File: config.mk
export PLATFORM = sky130hd
export DESIGN_NAME = ctrl_sequencer
export DESIGN_NICKNAME = d
export VERILOG_FILES = /design/src/rtl/ctrl_sequencer.sv
export SDC_FILE = /design/constraint.sdc
export NUM_CORES = 1
export LEC_CHECK = 0
export CAP_MARGIN = 20
export CORE_MARGIN = 10
export CORE_UTILIZATION = 38
export CTS_BUF_LIST = sky130_fd_sc_hd__clkbuf_8
export DETAILED_ROUTE_END_ITERATION = 8
export GPL_ROUTABILITY_DRIVEN = 0
export PLACE_DENSITY = 0.69
export SYNTH_ARGS = -nofsm -noshare
export SYNTH_HDL_FRONTEND = slang
export SYNTH_SLANG_ARGS = --single-unit
export TNS_END_PERCENT = 30
File: constraint.sdc
create_clock -name Clk -period 6 [get_ports Clk]
set_input_delay 0.9 -clock Clk [delete_from_list [all_inputs] [get_ports Clk]]
set_output_delay 0.9 -clock Clk [all_outputs]
set_load 0.02 [all_outputs]
File: src/rtl/ctrl_sequencer.sv
// Multi-cycle sequencer: fetch/decode/execute control for the ALU, register file and data memory.
// Opcodes: 0-7 ALU (ADD..XORR), 8 BEQ, 9 BNE, 10 BLT, 11 LDR, 12 STR, 13 HALT, 14-15 NOP.
module ctrl_sequencer #(
  parameter int unsigned IW    = 9,
  parameter int unsigned PC_W  = 10,
  parameter int unsigned CNT_W = 16
) (
  input  logic             Clk,
  input  logic             Reset,
  input  logic             Start,
  output logic [PC_W-1:0]  PC,
  input  logic [IW-1:0]    Instr,
  output logic [3:0]       ALU_OP,
  input  logic             Zero,
  output logic [2:0]       RegAddr,
  output logic             RegWrEn,
  output logic             WbSel,
  output logic             MemReq,
  output logic             MemWr,
  input  logic             MemAck,
  output logic             Done,
  output logic [CNT_W-1:0] RetireCnt
);

  localparam logic [3:0] OpXorr = 4'd7;
  localparam logic [3:0] OpBeq  = 4'd8;
  localparam logic [3:0] OpBne  = 4'd9;
  localparam logic [3:0] OpBlt  = 4'd10;
  localparam logic [3:0] OpLdr  = 4'd11;
  localparam logic [3:0] OpStr  = 4'd12;
  localparam logic [3:0] OpHalt = 4'd13;

  typedef enum logic [2:0] {
    StIdle,
    StFetch,
    StDecode,
    StExec,
    StMem,
    StWb,
    StDone
  } state_e;

  state_e          state_q;
  logic [IW-1:0]   ir_q;

  logic [3:0]      dec_op;
  logic [3:0]      ir_op;
  logic            ir_is_branch;
  logic [PC_W-1:0] pc_inc;
  logic [PC_W-1:0] pc_br;
  logic [CNT_W-1:0] cnt_sat;

  always_comb begin
    dec_op       = Instr[IW-1:IW-4];
    ir_op        = ir_q[IW-1:IW-4];
    ir_is_branch = (ir_op == OpBeq) || (ir_op == OpBne) || (ir_op == OpBlt);
    pc_inc       = PC + PC_W'(1);
    // Offset is a 5-bit two's-complement value; the sum wraps modulo 2^PC_W.
    pc_br        = PC + {{(PC_W-5){ir_q[4]}}, ir_q[4:0]};
    cnt_sat      = (RetireCnt == {CNT_W{1'b1}}) ? RetireCnt : RetireCnt + CNT_W'(1);
  end

  assign ALU_OP  = ir_op;
  assign RegAddr = ir_q[2:0];

  always_ff @(posedge Clk or negedge Reset) begin
    if (!Reset) begin
      state_q   <= StIdle;
      PC        <= '0;
      ir_q      <= '0;
      RetireCnt <= '0;
      RegWrEn   <= 1'b0;
      WbSel     <= 1'b0;
      MemReq    <= 1'b0;
      MemWr     <= 1'b0;
      Done      <= 1'b0;
    end else begin
      RegWrEn <= 1'b0;
      WbSel   <= 1'b0;
      case (state_q)
        StIdle: begin
          if (Start) begin
            state_q   <= StFetch;
            PC        <= '0;
            RetireCnt <= '0;
          end
        end
        StFetch: state_q <= StDecode;
        StDecode: begin
          ir_q <= Instr;
          if ((dec_op == OpLdr) || (dec_op == OpStr)) begin
            state_q <= StMem;
            MemReq  <= 1'b1;
            MemWr   <= (dec_op == OpStr);
          end else if (dec_op == OpHalt) begin
            state_q   <= StDone;
            Done      <= 1'b1;
            RetireCnt <= cnt_sat;
          end else begin
            state_q <= StExec;
            RegWrEn <= (dec_op <= OpXorr);
          end
        end
        StExec: begin
          state_q   <= StFetch;
          RetireCnt <= cnt_sat;
          PC        <= (ir_is_branch && Zero) ? pc_br : pc_inc;
        end
        StMem: begin
          if (MemAck) begin
            MemReq <= 1'b0;
            MemWr  <= 1'b0;
            if (ir_op == OpStr) begin
              state_q   <= StFetch;
              PC        <= pc_inc;
              RetireCnt <= cnt_sat;
            end else begin
              state_q <= StWb;
              RegWrEn <= 1'b1;
              WbSel   <= 1'b1;
            end
          end
        end
        StWb: begin
          state_q   <= StFetch;
          PC        <= pc_inc;
          RetireCnt <= cnt_sat;
        end
        StDone: begin
          if (Start) begin
            state_q   <= StFetch;
            PC        <= '0;
            RetireCnt <= '0;
            Done      <= 1'b0;
          end
        end
        default: state_q <= StIdle;
      endcase
    end
  end

endmodule

==> results_dict.tcl, run 1 <==
set metrics [dict create \
    clockBufferDepth 2 \
    die_h_um 108.0 \
    slowest_delay_ns 0.53 \
    grtUsageTotal_pct 12.44 \
    h-tree-depth 2 \
    syn_inst 332 \
    tightest_slew_ns 0.5736 \
    cts_resized 0 \
    wire_per_inst_um 15.24 \
    crit_slowest_cell "clkdlybuf4s50_1" \
    dp_hpwl_um 5395 \
    cellLeakagePower_nw 1.501 \
    root_buffer "clkbuf_8" \
    hold_buffers 0 \
    skew_ns 0.008841 \
    ys.warnings.count 0 \
    timing.fmax_mhz 349.8 \
    grt_pass1_vias 2565 \
    post-route-min-period_ns 2.859 \
    worst-path-buf-inv 1 \
    drt_pre_antenna_iters 5 \
    core_mm2 0.007647 \
    portBuffers 51 \
    overflow 0 \
    synth_cell_types 57 \
    die_width_um 108.0 \
    cp.required_ns 6.22 \
    wl_um 7239 \
    cts_setup_buffers 0 \
    viasPerCell 5.482 \
    cellPowerDensity_mw_per_mm2 462.0 \
    die_area_mm2 0.01167 \
    hold_ws_ns 0.5077 \
    cap_violations 0 \
    synth_top_area_share_pct 36.55 \
    path_delay_family "simple AND/OR/NAND/NOR gates" \
    finalHoldViolCount 0 \
    post-route-period-util_pct 47.64 \
    syn-num-nets 358 \
    slew_viol_final 0 \
    hold_path_class "flop to flop" \
    synth.avg_cell_area_um2 8.868 \
    tns_ns 0 \
    run_status "finished clean" \
    path_max_fanout 12 \
    rows 32 \
    rsz0062_at_grt "false" \
    io_pins 52 \
    irDropWorstVdd_mv 0.2455 \
    cts_tree "built" \
    arrival_ns 3.08 \
    clkTransAtPathRegs_ns 0.09 \
    yosysSeqAreaShare_pct 36.55 \
    cp-start-kind "input pin" \
    fill_cells 725 \
    initial_core_util_pct 38.50 \
    synth_edf_count 0 \
    cts_buffers 5 \
    antenna_found_initial 0 \
    clk-insertion-delay-late_ns 0.29 \
    syn_area_mm2 0.002944 \
    relSlewSlack_pct 61.76 \
    cts.sinks 43 \
    drt_iter0_drc 150 \
    synth-seq-cells 43 \
    synth_top_cell_by_area "dfrtp_1" \
    area_delta_synth_final_pct 21.42 \
    ys_async_sr_fraction_pct 100.0 \
    end_kind "flop" \
    grt_pass1_wl_um 12230 \
    nNetsFinal 398 \
    synthTopCellsByArea "dfrtp_1 (37%), o21ai_0 (5.3%), ha_1 (4.7%)" \
    yosys_most_used_dff "dfrtp_1" \
    ant_nets 0 \
    grt_max_degree 44 \
    crit_chain "clkdlybuf4s50_1, and4b_1, o21a_1, o221ai_2, or2_1, or3_1, a21oi_1" \
    vias 2604 \
    drcViolationCount 0 \
    diodes 0 \
    path_class "input pin to flop" \
    setup-violations-final 0 \
    post_route_cells_drive_above_1_share_pct 6.971 \
]
## where the power goes
part | switching, mW | internal, mW | leakage (nW)
registers | 0.124 | 0.371 | 0.552
logic | 0.538 | 0.435 | 0.904
clock network | 0.103 | 0.0798 | 0.0453
## synth_stat cells (3+ instances only)
library cell and instances:
dfrtp_1 43, nor2_1 31, o21ai_0 31, nand2_1 21, nand3_1 15, a21oi_1 14, nor3_1 13, and3_1 12
ha_1 11, buf_4 9, xnor2_1 9, clkbuf_1 8, inv_1 8, mux2_2 8, and2_1 7, o21a_1 7
a21o_1 5, nand4_1 5, or3_1 5, xor2_1 5, nand2b_1 4, o31ai_1 4, a31oi_1 3, and4_1 3
mux2i_1 3, nor2b_1 3, o21bai_1 3
## worst paths after layout
path / startpoint / to / slack (ns) / depth (start not counted)
min in group asynchronous: Reset / RetireCnt[6]$_DFFE_PN0P_ / 0.54 / 1
hold / removal: RetireCnt[8]$_DFFE_PN0P_ / RetireCnt[8]$_DFFE_PN0P_ / 0.51 / 1
hold reg to reg: RetireCnt[8]$_DFFE_PN0P_ / RetireCnt[8]$_DFFE_PN0P_ / 0.51 / 1
max in group asynchronous: Reset / ir_q[5]$_DFFE_PN0P_ / 4.96 / 2
setup / recovery: Instr[7] / RetireCnt[10]$_DFFE_PN0P_ / 3.14 / 7
setup reg to reg: state_q[2]$_DFFE_PN0P_ / RetireCnt[10]$_DFFE_PN0P_ / 3.57 / 6
## per-stage QoR
step	instances	cell area, µm²	power [mW]	util [%]	worst slack [ns]
floorplan	332	2944	1.226	-	3.707
global placement	465	3462	1.451	45.27	2.928
detailed placement	465	3462	1.470	45.27	2.834
CTS	473	3547	1.657	46.38	3.151
global route	475	3575	1.802	46.74	3.026
finish	475	3575	1.651	46.74	3.141
## sequential cells by signal, summed over array words and instances, names as in the netlist
signal     count
state_q        3
MemWr          1
MemReq         1
RetireCnt     16
WbSel          1
PC            10
ir_q           9
RegWrEn        1
Done           1
## metal layers
layer  up-vias  wire, µm  global-route usage, %
met5         -         0                      0
met4         0        55                  3.244
met3         6       448                  3.391
met2        67      3471                  20.26
met1      1250      3264                  15.89
li1       1281         -                      -
## layout make-up
type | count | area (µm²) | area share (%)
flip-flops and latches | 43 | 1076 | 30.10
repair buffers | 54 | 540.5 | 15.12
clock buffers | 5 | 68.82 | 1.925
inverters | 8 | 30.03 | 0.8400
well taps | 102 | 127.6 | 3.570
clock inverters | 3 | 16.27 | 0.4550
multi-input cells | 260 | 1715 | 47.99
## cells by family (layout without fill, tap and decap cells)
group	Yosys count	count (layout)	share of synthesized area, %
flops	43	43	36.55
xor+xnor	14	14	4.165
mux	11	11	4.080
buf+inv	29	70	5.185
compound gates	86	86	18.83
simple gates	137	137	25.84
fa+ha+maj	12	12	5.355
## placed cells by master (no fill, tap or decap), types with 3 or more instances in the layout
master            n
clkdlybuf4s50_1  50
dfrtp_1          43
nor2_1           31
o21ai_0          31
nand2_1          21
nand3_1          15
a21oi_1          14
nor3_1           13
and3_1           12
ha_1             11
inv_1             9
xnor2_1           9
mux2_2            8
o21a_1            7
and2_1            7
a21o_1            5
or3_1             5
xor2_1            5
nand4_1           5
clkbuf_8          5
nand2b_1          4
o31ai_1           4
nor2b_1           3
mux2i_1           3
and4_1            3
o21bai_1          3
a31oi_1           3
Power figures use the tool's default switching activity.
==> inputs of run 2 (changes only) <==
--- a/config.mk
+++ b/config.mk
@@ -11,7 +11,7 @@
 export CTS_BUF_LIST = sky130_fd_sc_hd__clkbuf_8
 export DETAILED_ROUTE_END_ITERATION = 8
 export GPL_ROUTABILITY_DRIVEN = 0
-export PLACE_DENSITY = 0.69
+export PLACE_DENSITY = 0.71
 export SYNTH_ARGS = -nofsm -noshare
 export SYNTH_HDL_FRONTEND = slang
 export SYNTH_SLANG_ARGS = --single-unit
==> constraint.sdc (replaced) <==
create_clock -name Clk -period 2.3 [get_ports Clk]
set_input_delay 0.345 -clock Clk [delete_from_list [all_inputs] [get_ports Clk]]
set_output_delay 0.345 -clock Clk [all_outputs]
set_load 0.02 [all_outputs]
==> run 2 against run 1 <==
The run now ends with negative hold slack left. Clock power increased to 2.7 times the previous value. Critical path depth increased by 2. Design area increased by 5.0%. Register-to-register slack got worse by 3.5 ns. Combinational power increased to 2.9 times the previous value. Count of clock-buffer cells in the layout increased by 1. Worst hold slack got worse by 0.51 ns. Critical endpoint is now PC[8]$_DFFE_PN0P_. Largest cell class unchanged.
==> results_dict.tcl, run 2 (same netlist as run 1, synthesis figures left out) <==
set metrics [dict create \
    wl_um 7319 \
    clockBufferDepth 2 \
    die_width_um 108.0 \
    mostFrequentLayoutCells "clkdlybuf4s50_1 (50), dfrtp_1 (43), nor2_1 (31), o21ai_0 (31), buf_4 (25)" \
    cts_buffers 5 \
    rrSetupSlack_ns 0.12 \
    power.switching_mw 2.057 \
    hold_ws_ns -0.006743 \
    clkTransAtPathRegs_ns 0.08 \
    portBuffers 51 \
    rows 32 \
    relSlewSlack_pct 68.58 \
    slew_viol_final 0 \
    reg2reg_from "PC[0]$_DFFE_PN0P_" \
    ant_nets 0 \
    placed_cell_area_mm2 0.003642 \
    die_h_um 108.0 \
    overflow 0 \
    wire_per_inst_um 14.76 \
    antenna_found_initial 0 \
    core_mm2 0.007647 \
    finalHoldViolCount 15 \
    pwr-share-seq_pct 26.5 \
    post-route-min-period_ns 2.185 \
    arrival_ns 2.36 \
    path_class "flop to flop" \
    run_status "complete, but fails checks" \
    area_delta_synth_final_pct 27.45 \
    dp_hpwl_um 5732 \
    cts.sinks 43 \
    grt_pass1_vias 2604 \
    layout_commonest_cell "clkdlybuf4s50_1" \
    vias 2687 \
    h-tree-depth 2 \
    tightest_slew_ns 0.4713 \
    grtUsageTotal_pct 12.78 \
    reg2reg_to "PC[8]$_DFFE_PN0P_" \
    postLayoutCellArea_mm2 0.003752 \
    crit_start "PC[0]$_DFFE_PN0P_" \
    cellPowerDensity_mw_per_mm2 1220 \
    grt_pass1_wl_um 12470 \
    dpl.cell_count 489 \
    irDropWorstVdd_mv 0.5293 \
    post_route_cells_drive_above_1_share_pct 13.20 \
    p_int_mw 2.521 \
    cts_setup_buffers 0 \
    fin_cells 496 \
    timing.fmax_mhz 457.7 \
    root_buffer "clkbuf_8" \
    initial_core_util_pct 38.50 \
    top_register "RetireCnt" \
    skew_ns 0.005263 \
    cp.required_ns 2.48 \
    top_regs "RetireCnt (16), PC (10), ir_q (9)" \
    rsz0062_at_grt "true" \
    drt_pre_antenna_iters 4 \
    grt_max_degree 20 \
    drcViolationCount 0 \
    largest_reg_flops 16 \
    cellLeakagePower_nw 1.613 \
    power_frac_clock_pct 10.7 \
    diodes 0 \
    cts_tree "built" \
    clk-insertion-delay-late_ns 0.30 \
    reg2reg_depth 9 \
    io_pins 52 \
    die_area_mm2 0.01167 \
    viasPerCell 5.417 \
    path_max_fanout 3 \
    tns_ns 0 \
    violations "negative hold slack" \
    drt_iter0_drc 123 \
    cap_violations 0 \
    end_kind "flop" \
    p_comb_share_pct 62.8 \
    setup-violations-final 0 \
    switching_share_pct 44.93 \
    nNetsFinal 420 \
    hold_path_class "input pin to asynchronous set/reset pin" \
    post-route-period-util_pct 94.98 \
    cp-start-kind "flop" \
]
==> run 2: timing repair <==
item | in CTS | in global routing
setup endpoints to repair | 0 | 5
hold buffers | 0 | 0
gates resized for setup | 0 | 6
==> run 2: how the worst max path moves through the flow <==
| stage | end | cells after the start |
|---|---|---|
| CTS | PC[8]$_DFFE_PN0P_ | 9 |
| floorplan | PC[7]$_DFFE_PN0P_ | 7 |
| global route | PC[8]$_DFFE_PN0P_ | 9 |
| global placement | RetireCnt[6]$_DFFE_PN0P_ | 6 |
| detailed placement | RetireCnt[10]$_DFFE_PN0P_ | 7 |
| finish | PC[8]$_DFFE_PN0P_ | 9 |
==> run 2: critical path, cell delays in order, from the launching register on <==
cell and delay, ns:
dfrtp_1 0.40, ha_2 0.21, inv_1 0.07, fa_2 0.22, nor2b_1 0.05, o21a_1 0.17
o31a_1 0.27, a31oi_2 0.20, xnor2_1 0.11, a221o_1 0.36
==> run 2: final cells by class <==
cell class	count	area (µm²)
repair buffers	76	693.2
multi-input cells	260	1738
fillers	723	3895
clock buffers	6	82.58
inverters	8	30.03
well taps	102	127.6
flip-flops and latches	43	1076
clock inverters	1	5.005
==> run 2: layer usage <==
metal | wire [µm] | vias to the layer above | global-route usage, %
met2 | 3551 | 55 | 21.77
met4 | 66 | 0 | 3.817
met3 | 467 | 6 | 3.272
met5 | 0 | - | 0
met1 | 3233 | 1291 | 15.47
li1 | - | 1335 | -
==> run 2: per-stage QoR <==
stage               setup slack, ns  utilization, %  power (mW)
floorplan                   0.07739               -       3.199
global placement            0.08068           47.63       3.991
detailed placement          0.04334           47.63       4.052
CTS                         0.04960           48.77       4.565
global route               0.004532           49.07       4.973
finish                       0.1154           49.07       4.578
==> run 2: power by group through the flow <==
| stage | sequential [mW] | combinational [mW] | clock, mW |
|---|---|---|---|
| CTS | 1.21 | 2.84 | 0.512 |
| finish | 1.21 | 2.87 | 0.492 |
| detailed placement | 1.22 | 2.83 | 0 |
| global placement | 1.22 | 2.77 | 0 |
| global route | 1.26 | 3.17 | 0.542 |
| floorplan | 1.29 | 1.91 | 0 |
==> inputs of run 3 (changes only) <==
--- a/config.mk
+++ b/config.mk
@@ -5,13 +5,14 @@
 export SDC_FILE = /design/constraint.sdc
 export NUM_CORES = 1
 export LEC_CHECK = 0
+export ABC_CLOCK_PERIOD_IN_PS = 2500
 export CAP_MARGIN = 20
 export CORE_MARGIN = 10
 export CORE_UTILIZATION = 38
 export CTS_BUF_LIST = sky130_fd_sc_hd__clkbuf_8
 export DETAILED_ROUTE_END_ITERATION = 8
 export GPL_ROUTABILITY_DRIVEN = 0
-export PLACE_DENSITY = 0.71
+export PLACE_DENSITY = 0.69
 export SYNTH_ARGS = -nofsm -noshare
 export SYNTH_HDL_FRONTEND = slang
 export SYNTH_SLANG_ARGS = --single-unit
==> constraint.sdc (replaced) <==
create_clock -name Clk -period 2.5 [get_ports Clk]
set_input_delay 0.375 -clock Clk [delete_from_list [all_inputs] [get_ports Clk]]
set_output_delay 0.375 -clock Clk [all_outputs]
set_load 0.02 [all_outputs]
==> run 3 against run 2 <==
The run now ends clean. Count of clock-buffer cells in the layout fell by 1. Sequential power fell by 6%. Critical path type unchanged. Register-to-register slack improved by 0.12 ns. Design area fell by 2.6%. Global-route usage fell by 0.50 points. Die area did not move. Wire length fell by 2.3%. Utilization fell by 1.3 points. Via count fell by 3.3%.
==> results_dict.tcl, run 3 (same netlist as run 1, synthesis figures left out) <==
set metrics [dict create \
    run_status "finished clean" \
    overflow 0 \
    irDropWorstVdd_mv 0.4734 \
    rsz0062_at_grt "false" \
    mostFrequentLayoutCells "clkdlybuf4s50_1 (50), dfrtp_1 (43), nor2_1 (31), o21ai_0 (31), nand2_1 (21)" \
    timing.final.ws_setup_ns 0.2376 \
    cp-start-kind "flop" \
    layout_commonest_cell "clkdlybuf4s50_1" \
    initial_core_util_pct 38.50 \
    path_delay_family "compound AO/OA/AOI/OAI gates" \
    area_delta_synth_final_pct 24.18 \
    cts_buffers 5 \
    hold_path_class "input pin to asynchronous set/reset pin" \
    slowest_delay_ns 0.41 \
    cts.sinks 43 \
    clkTransAtPathRegs_ns 0.09 \
    drcViolationCount 0 \
    grt_max_degree 25 \
    wire_per_inst_um 14.68 \
    path_class "flop to flop" \
    clockBufferDepth 2 \
    clk-insertion-delay-late_ns 0.29 \
    post-route-min-period_ns 2.262 \
    largest_reg_flops 16 \
    rows 32 \
    reg2reg_depth 7 \
    reg2reg_to "PC[7]$_DFFE_PN0P_" \
    cts_setup_buffers 0 \
    antenna_found_initial 0 \
    post_route_cells_drive_above_1_share_pct 10.13 \
    crit_slowest_cell "a2111oi_0" \
    hold_buffers 0 \
    h-tree-depth 2 \
    postLayoutCellArea_mm2 0.003656 \
    skew_ns 0.009126 \
    diodes 0 \
    pre_cts_ws_ns 0.1236 \
    reg2reg_from "PC[1]$_DFFE_PN0P_" \
    cellPowerDensity_mw_per_mm2 1120 \
    top_register "RetireCnt" \
    drt_pre_antenna_iters 4 \
    tightest_slew_ns 0.6800 \
    post-route-period-util_pct 90.50 \
    nNetsFinal 410 \
    wl_um 7149 \
    die_h_um 108.0 \
    cap_violations 0 \
    finalHoldViolCount 0 \
    core_mm2 0.007647 \
    end_kind "flop" \
    drt_iter0_drc 81 \
    grt_pass1_vias 2533 \
    die_area_mm2 0.01167 \
    relSlewSlack_pct 54.47 \
    cp.required_ns 2.73 \
    timing.fmax_mhz 442.0 \
    tns_ns 0 \
    cts_resized 0 \
    slew_viol_final 0 \
    rrSetupSlack_ns 0.24 \
    placed_cell_area_mm2 0.003567 \
    cts_tree "built" \
    fill_cells 717 \
    cellLeakagePower_nw 1.552 \
    vias 2599 \
    crit_chain "ha_1, a211o_1, a2111oi_0, nor3_1, mux2i_1, or4_1, nand3_1" \
    grt_pass1_wl_um 12100 \
    path_max_fanout 2 \
    worst-path-buf-inv 0 \
    root_buffer "clkbuf_8" \
    die_width_um 108.0 \
    portBuffers 51 \
    top_regs "RetireCnt (16), PC (10), ir_q (9)" \
    viasPerCell 5.337 \
    dp_hpwl_um 5526 \
    arrival_ns 2.50 \
    ant_nets 0 \
    setup-violations-final 0 \
    io_pins 52 \
    grtUsageTotal_pct 12.29 \
]
[run 3: worst register-to-register path: stages (launching register included)]
cell	delay (ns)
dfrtp_1	0.40
ha_1	0.31
a211o_1	0.31
a2111oi_0	0.41
nor3_1	0.15
mux2i_1	0.14
or4_1	0.39
nand3_1	0.09
[run 3: metal layers]
| metal | global-route usage, % | up-vias | wire [µm] |
|---|---|---|---|
| li1 | - | 1318 | - |
| met1 | 15.11 | 1226 | 3278 |
| met2 | 21.08 | 51 | 3390 |
| met3 | 3.212 | 4 | 435 |
| met4 | 2.576 | 0 | 44 |
| met5 | 0 | - | 0 |
[run 3: worst max-delay path by stage]
stage,start,end,slack (ns),cells after the start
2_1_floorplan,PC[1]$_DFFE_PN0P_,PC[7]$_DFFE_PN0P_,0.28,7
5_1_grt,state_q[1]$_DFFE_PN0P_,RetireCnt[3]$_DFFE_PN0P_,0.11,7
3_5_place_dp,Instr[5],RetireCnt[8]$_DFFE_PN0P_,0.12,6
3_3_place_gp,Instr[7],RetireCnt[10]$_DFFE_PN0P_,0.19,7
6_report,PC[1]$_DFFE_PN0P_,PC[7]$_DFFE_PN0P_,0.24,7
4_1_cts,PC[1]$_DFFE_PN0P_,PC[7]$_DFFE_PN0P_,0.22,7
[run 3: area by class of cell]
type	instances	area, µm²	share of cell area (%)
Multi-Input combinational cell	260	1715	46.92
Sequential cell	43	1076	29.43
Timing Repair Buffer	66	618.1	16.91
Tap cell	102	127.6	3.491
Clock buffer	5	68.82	1.882
Inverter	8	30.03	0.8214
Clock inverter	3	20.02	0.5476
[run 3: stage by stage]
| stage | std cells | hold slack, ns | util (%) | power [mW] |
|---|---|---|---|---|
| 5_1_grt | 487 | 0.03889 | 47.81 | 4.471 |
| 2_1_floorplan | 332 | 0.07941 | - | 2.943 |
| 6_report | 487 | 0.01600 | 47.81 | 4.096 |
| 4_1_cts | 487 | 0.02037 | 47.81 | 4.130 |
| 3_3_place_gp | 479 | 0.3410 | 46.65 | 3.619 |
| 3_5_place_dp | 479 | 0.3448 | 46.65 | 3.666 |
[run 3: report_power, final]
| group | switching (mW) | total, mW | internal [mW] |
|---|---|---|---|
| logic | 1.36 | 2.51 | 1.14 |
| registers | 0.246 | 1.14 | 0.890 |
| clock network | 0.256 | 0.451 | 0.195 |
| total | 1.87 | 4.10 | 2.23 |
